<file path="src/rtl/fft8_pkg.sv">
// Shared constants and loader state encoding for the 8-point FFT front end.
package fft8_pkg;

  localparam int DATA_W = 16;
  localparam int N_PTS  = 8;
  localparam int IDX_W  = 3;

  typedef logic [0:0] loader_state_t;
  localparam loader_state_t COLLECT = 1'b0;
  localparam loader_state_t HOLD    = 1'b1;

endpackage

</file>
<file path="src/rtl/fft8_frame_buf.sv">
// 8-entry sample register file with indexed write; all entries visible in parallel.
module fft8_frame_buf #(
  parameter int DATA_W = fft8_pkg::DATA_W
) (
  input  logic                                      clk,
  input  logic                                      reset_n,
  input  logic                                      we,
  input  logic [fft8_pkg::IDX_W-1:0]                wr_idx,
  input  logic [DATA_W-1:0]                         wr_data,
  output logic [fft8_pkg::N_PTS-1:0][DATA_W-1:0]    rd_data
);
  import fft8_pkg::*;

  // NOTE: the buffer is flop-based and read in parallel, so it gets a real reset; a RAM macro would not.
  always_ff @(posedge clk or negedge reset_n) begin
    if (!reset_n) begin
      rd_data <= '0;
    end else if (we) begin
      rd_data[wr_idx] <= wr_data;
    end
  end

endmodule

</file>
<file path="src/rtl/fft8_input_loader.sv">
// Serial-to-parallel loader: collects 8 samples, double-buffers against a held output frame.
module fft8_input_loader #(
  parameter int DATA_W = fft8_pkg::DATA_W,
  parameter int CNT_W  = 8
) (
  input  logic              clk,
  input  logic              reset_n,
  input  logic              flush,
  input  logic [DATA_W-1:0] s_data,
  input  logic              s_valid,
  output logic              s_ready,
  output logic [DATA_W-1:0] x_0_re,
  output logic [DATA_W-1:0] x_1_re,
  output logic [DATA_W-1:0] x_2_re,
  output logic [DATA_W-1:0] x_3_re,
  output logic [DATA_W-1:0] x_4_re,
  output logic [DATA_W-1:0] x_5_re,
  output logic [DATA_W-1:0] x_6_re,
  output logic [DATA_W-1:0] x_7_re,
  output logic              frame_valid,
  input  logic              frame_ready,
  output logic [CNT_W-1:0]  frame_cnt
);
  import fft8_pkg::*;

  loader_state_t                   state;
  logic [IDX_W-1:0]                wr_idx;
  logic [N_PTS-1:0][DATA_W-1:0]    coll_buf;
  logic [N_PTS-1:0][DATA_W-1:0]    frame_d;
  logic [N_PTS-1:0][DATA_W-1:0]    x_q;

  logic accept;
  logic slot_free;
  logic last_accept;
  logic xfer_direct;
  logic xfer_hold;
  logic transfer;
  logic buf_we;

  assign s_ready     = (state == COLLECT);
  assign accept      = s_valid && s_ready;
  assign slot_free   = !frame_valid || frame_ready;
  assign last_accept = accept && (wr_idx == IDX_W'(N_PTS - 1));
  // The 8th sample bypasses the buffer when the output slot can take it on the same edge.
  assign xfer_direct = !flush && last_accept && slot_free;
  assign xfer_hold   = !flush && (state == HOLD) && slot_free;
  assign transfer    = xfer_direct || xfer_hold;
  assign buf_we      = accept && !flush;

  fft8_frame_buf #(.DATA_W(DATA_W)) u_frame_buf (
    .clk     (clk),
    .reset_n (reset_n),
    .we      (buf_we),
    .wr_idx  (wr_idx),
    .wr_data (s_data),
    .rd_data (coll_buf)
  );

  // NOTE: every signal written here gets a default first, so no latch can be inferred.
  always_comb begin
    frame_d = coll_buf;
    if (xfer_direct) begin
      frame_d[N_PTS-1] = s_data;
    end
  end

  // NOTE: sequential state uses non-blocking assignments so all flops update from pre-edge values.
  always_ff @(posedge clk or negedge reset_n) begin
    if (!reset_n) begin
      state  <= COLLECT;
      wr_idx <= '0;
    end else if (flush) begin
      state  <= COLLECT;
      wr_idx <= '0;
    end else begin
      if (accept) begin
        wr_idx <= wr_idx + 1'b1;
      end
      case (state)
        COLLECT: if (last_accept && !slot_free) state <= HOLD;
        HOLD:    if (slot_free)                 state <= COLLECT;
        default:                                state <= COLLECT;
      endcase
    end
  end

  // Output slot is untouched by flush; only a transfer replaces it.
  always_ff @(posedge clk or negedge reset_n) begin
    if (!reset_n) begin
      x_q         <= '0;
      frame_valid <= 1'b0;
      frame_cnt   <= '0;
    end else if (transfer) begin
      x_q         <= frame_d;
      frame_valid <= 1'b1;
      frame_cnt   <= frame_cnt + 1'b1;
    end else if (frame_ready) begin
      frame_valid <= 1'b0;
    end
  end

  assign x_0_re = x_q[0];
  assign x_1_re = x_q[1];
  assign x_2_re = x_q[2];
  assign x_3_re = x_q[3];
  assign x_4_re = x_q[4];
  assign x_5_re = x_q[5];
  assign x_6_re = x_q[6];
  assign x_7_re = x_q[7];

endmodule

</file>
<file path="config.mk">
export PLATFORM = sky130hd
export DESIGN_NAME = fft8_input_loader
export DESIGN_NICKNAME = d
export VERILOG_FILES = /design/src/rtl/fft8_pkg.sv /design/src/rtl/fft8_frame_buf.sv /design/src/rtl/fft8_input_loader.sv
export SDC_FILE = /design/constraint.sdc
export NUM_CORES = 1
export LEC_CHECK = 0
export ABC_AREA = 1
export BUFFER_PORTS_ARGS = -buffer_cell sky130_fd_sc_hd__buf_4
export CELL_PAD_IN_SITES_DETAIL_PLACEMENT = 0
export CELL_PAD_IN_SITES_GLOBAL_PLACEMENT = 1
export CORE_AREA = 2 2 190 192
export CTS_BUF_LIST = sky130_fd_sc_hd__clkbuf_2
export CTS_CLUSTER_DIAMETER = 60
export DETAILED_ROUTE_END_ITERATION = 8
export DIE_AREA = 0 0 192 194
export GPL_ROUTABILITY_DRIVEN = 1
export PLACE_DENSITY = 0.69
export SYNTH_ARGS = -nofsm -noshare
export SYNTH_HDL_FRONTEND = slang
export SYNTH_SLANG_ARGS = --single-unit
</file>
<file path="constraint.sdc">
create_clock -name clk -period 2 [get_ports clk]
set_input_delay 0.6 -clock clk [delete_from_list [all_inputs] [get_ports clk]]
set_output_delay 0.6 -clock clk [all_outputs]
set_load 0.05 [all_outputs]
</file>
* Word level (Yosys, flattened, before mapping)
Cells that the tools add are included.
W data, S select, Z words.
** Operators by class
- Multiplexer cells :: 12
- $lt $le $gt $ge :: 2
- Bitwise logic cells :: 1
- Reductions and logical operators :: 16
- Eq/ne operators :: 1
- Add/sub/neg operators :: 2
** Operator list (count)
- $bwmux W128 :: 1
- $demux W16 S3 :: 1
- $mux W16 :: 2
- $logic_and A1 B1 Y1 :: 9
- $add A8 B1 Y8 const B :: 1
- $mux W3 :: 2
- $mux W1 :: 5
- $lt A3 B4 Y1 const B :: 1
- $reduce_bool A2 Y1 :: 2
- $add A3 B1 Y3 const B :: 1
- $eq A3 B3 Y1 const B :: 1
- $ge A3 B1 Y1 const B :: 1
- $logic_not A1 Y1 :: 3
- $logic_or A1 B1 Y1 :: 2
- $pmux W1 S2 :: 1
- $not A1 Y1 :: 1
** Word-level totals
- Flip-flop bits (word level) :: 269
- Word-level logic and storage cells :: 54
- Output and inout port bits :: 138

* Longest topological paths before layout
- Depth after elaboration :: 7
- Mapped depth :: 10
- Gate-level depth less buffers :: 8

* By module
From an unflattened synthesis, not the netlist that was laid out.
** Second synthesis, totals
- Cell total of the unflattened synthesis :: 1277
- Area total of the unflattened synthesis :: 10782.8 sq um
** Modules (own cells, without submodules)
- fft8_input_loader :: cells an instance 698, seq. area each 3528.4 sq um, instances 1, area each 5750.5 sq um
- fft8_frame_buf :: cells an instance 579, seq. area each 3203.1 sq um, instances 1, area each 5032.3 sq um

* Worst setup path before layout
No wires, ideal clock.
- Path kind :: flip-flop to flip-flop
- Start :: register wr_idx[0]
- End :: register frame_cnt[3]
- Stages on the path, launching flop included :: 11
- Library setup time :: 0.066 ns
- Path slack :: 0.311 ns
- Data arrival time :: 1.622 ns
- Cells stage by stage :: dfrtp_1 ha_1 ha_1 nand3_2 nand2_1 nand2_1 buf_4 buf_6 buf_6 nand2_1 nand2_1
** Between the ends
- Word-level cells in the longest chain between the ends :: 5
** RTL lines
- start, declared :: line fft8_input_loader.sv:27 : logic [IDX_W-1:0] wr_idx;
- start signal, assigned :: line fft8_input_loader.sv:77 : wr_idx <= wr_idx + 1'b1;
- $eq A3 B3 Y1 :: line fft8_input_loader.sv:43 : assign last_accept = accept && (wr_idx == IDX_W'(N_PTS - 1));
- $logic_and A1 B1 Y1 :: line fft8_input_loader.sv:43
- $logic_and A1 B1 Y1 (2 in series) :: line fft8_input_loader.sv:45 : assign xfer_direct = !flush && last_accept && slot_free;
- $logic_or A1 B1 Y1 :: line fft8_input_loader.sv:47 : assign transfer = xfer_direct || xfer_hold;
- end signal, assigned :: line fft8_input_loader.sv:96 : frame_cnt <= frame_cnt + 1'b1;
- end, declared :: line fft8_input_loader.sv:22 : output logic [CNT_W-1:0] frame_cnt
Every way passes these cells.
A chain may end at the register's enable or synchronous reset.

* Final worst setup path
- Start :: register state
- End :: output s_ready
** Between the ends
- Word-level cells in the longest chain between the ends :: 1
** RTL lines
- start, declared :: line fft8_input_loader.sv:26 : loader_state_t state;
- start signal, assigned :: line fft8_input_loader.sv:70 : state <= COLLECT;
- start signal, assigned :: line fft8_input_loader.sv:73 : state <= COLLECT;
- start signal, assigned :: line fft8_input_loader.sv:80 : COLLECT: if (last_accept && !slot_free) state <= HOLD;
- $not A1 Y1
- end, declared :: line fft8_input_loader.sv:11 : output logic s_ready,
Every way passes these cells.

==> flow_summary_export.csv <==
group,metric,value,unit
outcome,status,"finished with violations",
outcome,violations,"negative setup slack",
place,dpl_cell_area,12300,um2
floorplan,rows,69,
synthesis,avgSynthCellArea,9.09,um2
synthesis,synthTopCellsByCount,"nand2_1 (575), dfrtp_1 (269), o21ai_0 (122)",
synthesis,synth.area.top_cells,"dfrtp_1 (65%), nand2_1 (21%), o21ai_0 (5.9%), nor2_1 (1.7%), buf_2 (1.6%)",
cts,root_buffer,"clkbuf_2",
synthesis,yosys.area.top_type,"dfrtp_1",
floorplan,io-pin-count,159,
drt,ant_nets,0,
drt,wl_per_cell,15.6,um
power,clkPwrFrac,34.0,%
drt,dr.pass1.iters,5,
worst_hold_path,hp-class,"input port to register",
layout,drive_gt1_share,26.6,%
sta,fin_ws,-32.4,ps
cts,path_clk_slew,100,ps
floorplan,die_y,194,um
floorplan,core_area,35200,um2
worst_setup_path,worstReg2RegEnd,"x_4_re[13]",
layout,layout.nets,1470,
power,p_int,7.63,mW
drt,vias_per_cell,4.28,
sta,finalSetupViolations,15,
power,p_total,10.7,mW
sta,rsz0062_at_grt,"true",
power,p_per_area,760,nW/um2
power,swShare,28.7,%
synthesis,synth-seq-cells,269,
power,p_seq_share,57.3,%
cts,numCtsBuffers,74,
grt,grt_pass1_wl,47.7,mm
drt,drc,0,
sta,finalCritPeriodShare,102,%
grt,grt_pass1_vias,8464,
layout,areaGrowthSynthToFinish,35.1,%
synthesis,yosysWarnings,0,
worst_setup_path,rrSetupSlack,160,ps
cts,clk_latency,820,ps
sta,clock.fmax,492,MHz
layout,fin_area,14100,um2
cts,htree_num_levels,3,
synthesis,synthArstFlopShare,100,%
sta,timing.hold.ws,116,ps
layout,final_util,40.0,%
sta,drv_slew,0,
floorplan,start_util,29.6,%
worst_setup_path,critical_path_class,"register to output pin",
worst_hold_path,min_to,"x_7_re[6]",
worst_setup_path,critPathLaunchType,"register",
synthesis,yosysMostFrequentCell,"nand2_1",
place,portBuffers,158,
flow_run,cap_violations,0,
drt,first_iter_violations,406,
synthesis,synth_top_flop_cell,"dfrtp_1",
cts,cts.path.max_buffers,3,
sta,post-route-min-period,2030,ps
synthesis,syn_inst,1146,
worst_setup_path,worstPathMaxFanout,2,
worst_setup_path,arrival,1430,ps
synthesis,synth.top_cell.area_share,64.6,%
power,p_leak,7.81,nW
floorplan,die_x,192,um
worst_hold_path,hold_start,"s_data[6]",
layout,multi_input_area,3190,um2
worst_setup_path,r2r_start,"wr_idx[1]",
synthesis,syn-cell-area,10400,um2
sta,tightest_slew,556,ps
synthesis,synth-seq-area-share,64.6,%
synthesis,ys_types,21,
drt,vias,8380,
worst_hold_path,whs_path_depth,5,
cts,cts.sinks,269,
power,switchingPower,3.08,mW
place,gp_congestion,0.738,
layout,fillers,3640,
floorplan,dieArea,37200,um2
sta,worst_slew_margin_rel,62.9,%
grt,grt_usage,16.9,%
worst_setup_path,ff2ff_path_depth,9,
cts,cts_tree,"yes",
sta,clock_skew,46.3,ps
layout,seqCellArea,6740,um2
worst_setup_path,worstSetupEndpointType,"output pin",
worst_setup_path,required,1400,ps
synthesis,synth-edff-count,0,
power,peakVddDrop,0.311,mV
grt,antenna_found_initial,3,
power,p_comb_share,8.8,%
place,dp_hpwl,18.5,mm
sta,finalHoldViolCount,0,
synthesis,synthesis.nets,1170,
grt,grt-ovfl-total,0,
drt,routed_wl,30.6,mm
grt,grt_max_degree,85,
## cells by family (layout without fill, tap and decap cells)
| family | after synthesis | count (layout) | share of synthesized area [%] |
|---|---|---|---|
| AOI/OAI and AO/OA | 132 | 132 | 6.34 |
| xor gates and xnor gates | 4 | 4 | 0.336 |
| adders and majority gates | 3 | 3 | 0.360 |
| buffers and inverters | 102 | 447 | 4.94 |
| DFF | 269 | 269 | 64.6 |
| other | 0 | 5 | 0 |
| and+or+nand+nor | 636 | 636 | 23.4 |
## sequential cells by signal, summed over array words and instances (netlist names)
signal	count
x_5_re	16
x_2_re	16
x_0_re	16
x_6_re	16
state	1
x_7_re	16
frame_valid	1
u_frame_buf.rd_data	128
x_4_re	16
x_3_re	16
x_1_re	16
frame_cnt	8
wr_idx	3
## final cells by class
cell class / count / area share (%)
sequential: 269 / 47.9
multi-input combinational: 775 / 22.7
timing repair buffer: 280 / 19.8
tap: 461 / 4.10
clock buffer: 107 / 3.80
inverter: 46 / 1.24
clock inverter: 14 / 0.391
antenna: 5 / 0.0889
## per-layer routing
layer / global-route usage [%] / vias to the layer above / share of wire, %
li1: - / 4172 / -
met1: 23.0 / 3957 / 46
met2: 26.0 / 204 / 45
met3: 4.40 / 47 / 6.3
met4: 5.71 / 0 / 1.9
met5: 0 / - / 0
## worst max path at each step
stage	startpoint	to	slack (ps)	cells past startpoint
after floorplan	wr_idx[0]	frame_cnt[3]	310	10
after global placement	s_valid	u_frame_buf.rd_data[20]	20	6
after detailed placement	s_valid	u_frame_buf.rd_data[17]	10	5
after CTS	x_7_re[13]	x_7_re[13]	-150	1
after global routing	x_1_re[1]	x_1_re[1]	-180	1
final	state	s_ready	-30	2
## per-stage QoR
step / std cells / worst slack [ps] / setup TNS [ps]
detailed placement: 1744 / 14.7 / 0
floorplan: 1146 / 311 / 0
CTS: 1925 / -146 / -13430
finish: 1957 / -32.4 / -184
global placement: 1744 / 24.0 / 0
global route: 1953 / -176 / -14720
## power by group through the flow
| stage | Combinational, mW | Sequential (mW) | Clock [mW] |
|---|---|---|---|
| after floorplan | 0.389 | 6.27 | 0 |
| final | 0.936 | 6.13 | 3.64 |
| after detailed placement | 0.906 | 6.23 | 0 |
| after global routing | 1.08 | 6.19 | 4.14 |
| after global placement | 0.878 | 6.23 | 0 |
| after CTS | 0.954 | 6.13 | 3.83 |
## placed cells by master (no fill, tap or decap), types with 2 or more instances in the layout
cell,instances
clkinv_1,11
buf_12,11
buf_6,137
o21ai_1,10
nand2_1,574
ha_1,3
dlygate4sd3_1,10
buf_4,120
nand3_1,4
nand2_2,2
inv_1,44
o21ai_0,122
diode_2,5
buf_8,2
nor2_1,47
xor2_1,2
clkinv_2,2
clkbuf_2,107
xnor2_1,2
inv_2,2
nand2_4,6
dfrtp_2,4
dfrtp_1,265
## timing repair
action	in CTS	in global routing
hold buffers	10	0
setup buffers	50	27
resized for setup	143	2
setup endpoints to repair	138	148
hold endpoints to repair	272	0
## critical path, cell delays in order (launching register included)
cell and delay (ps):
dfrtp_1 390, inv_2 80, buf_8 150
Power figures use the tool's default switching activity.
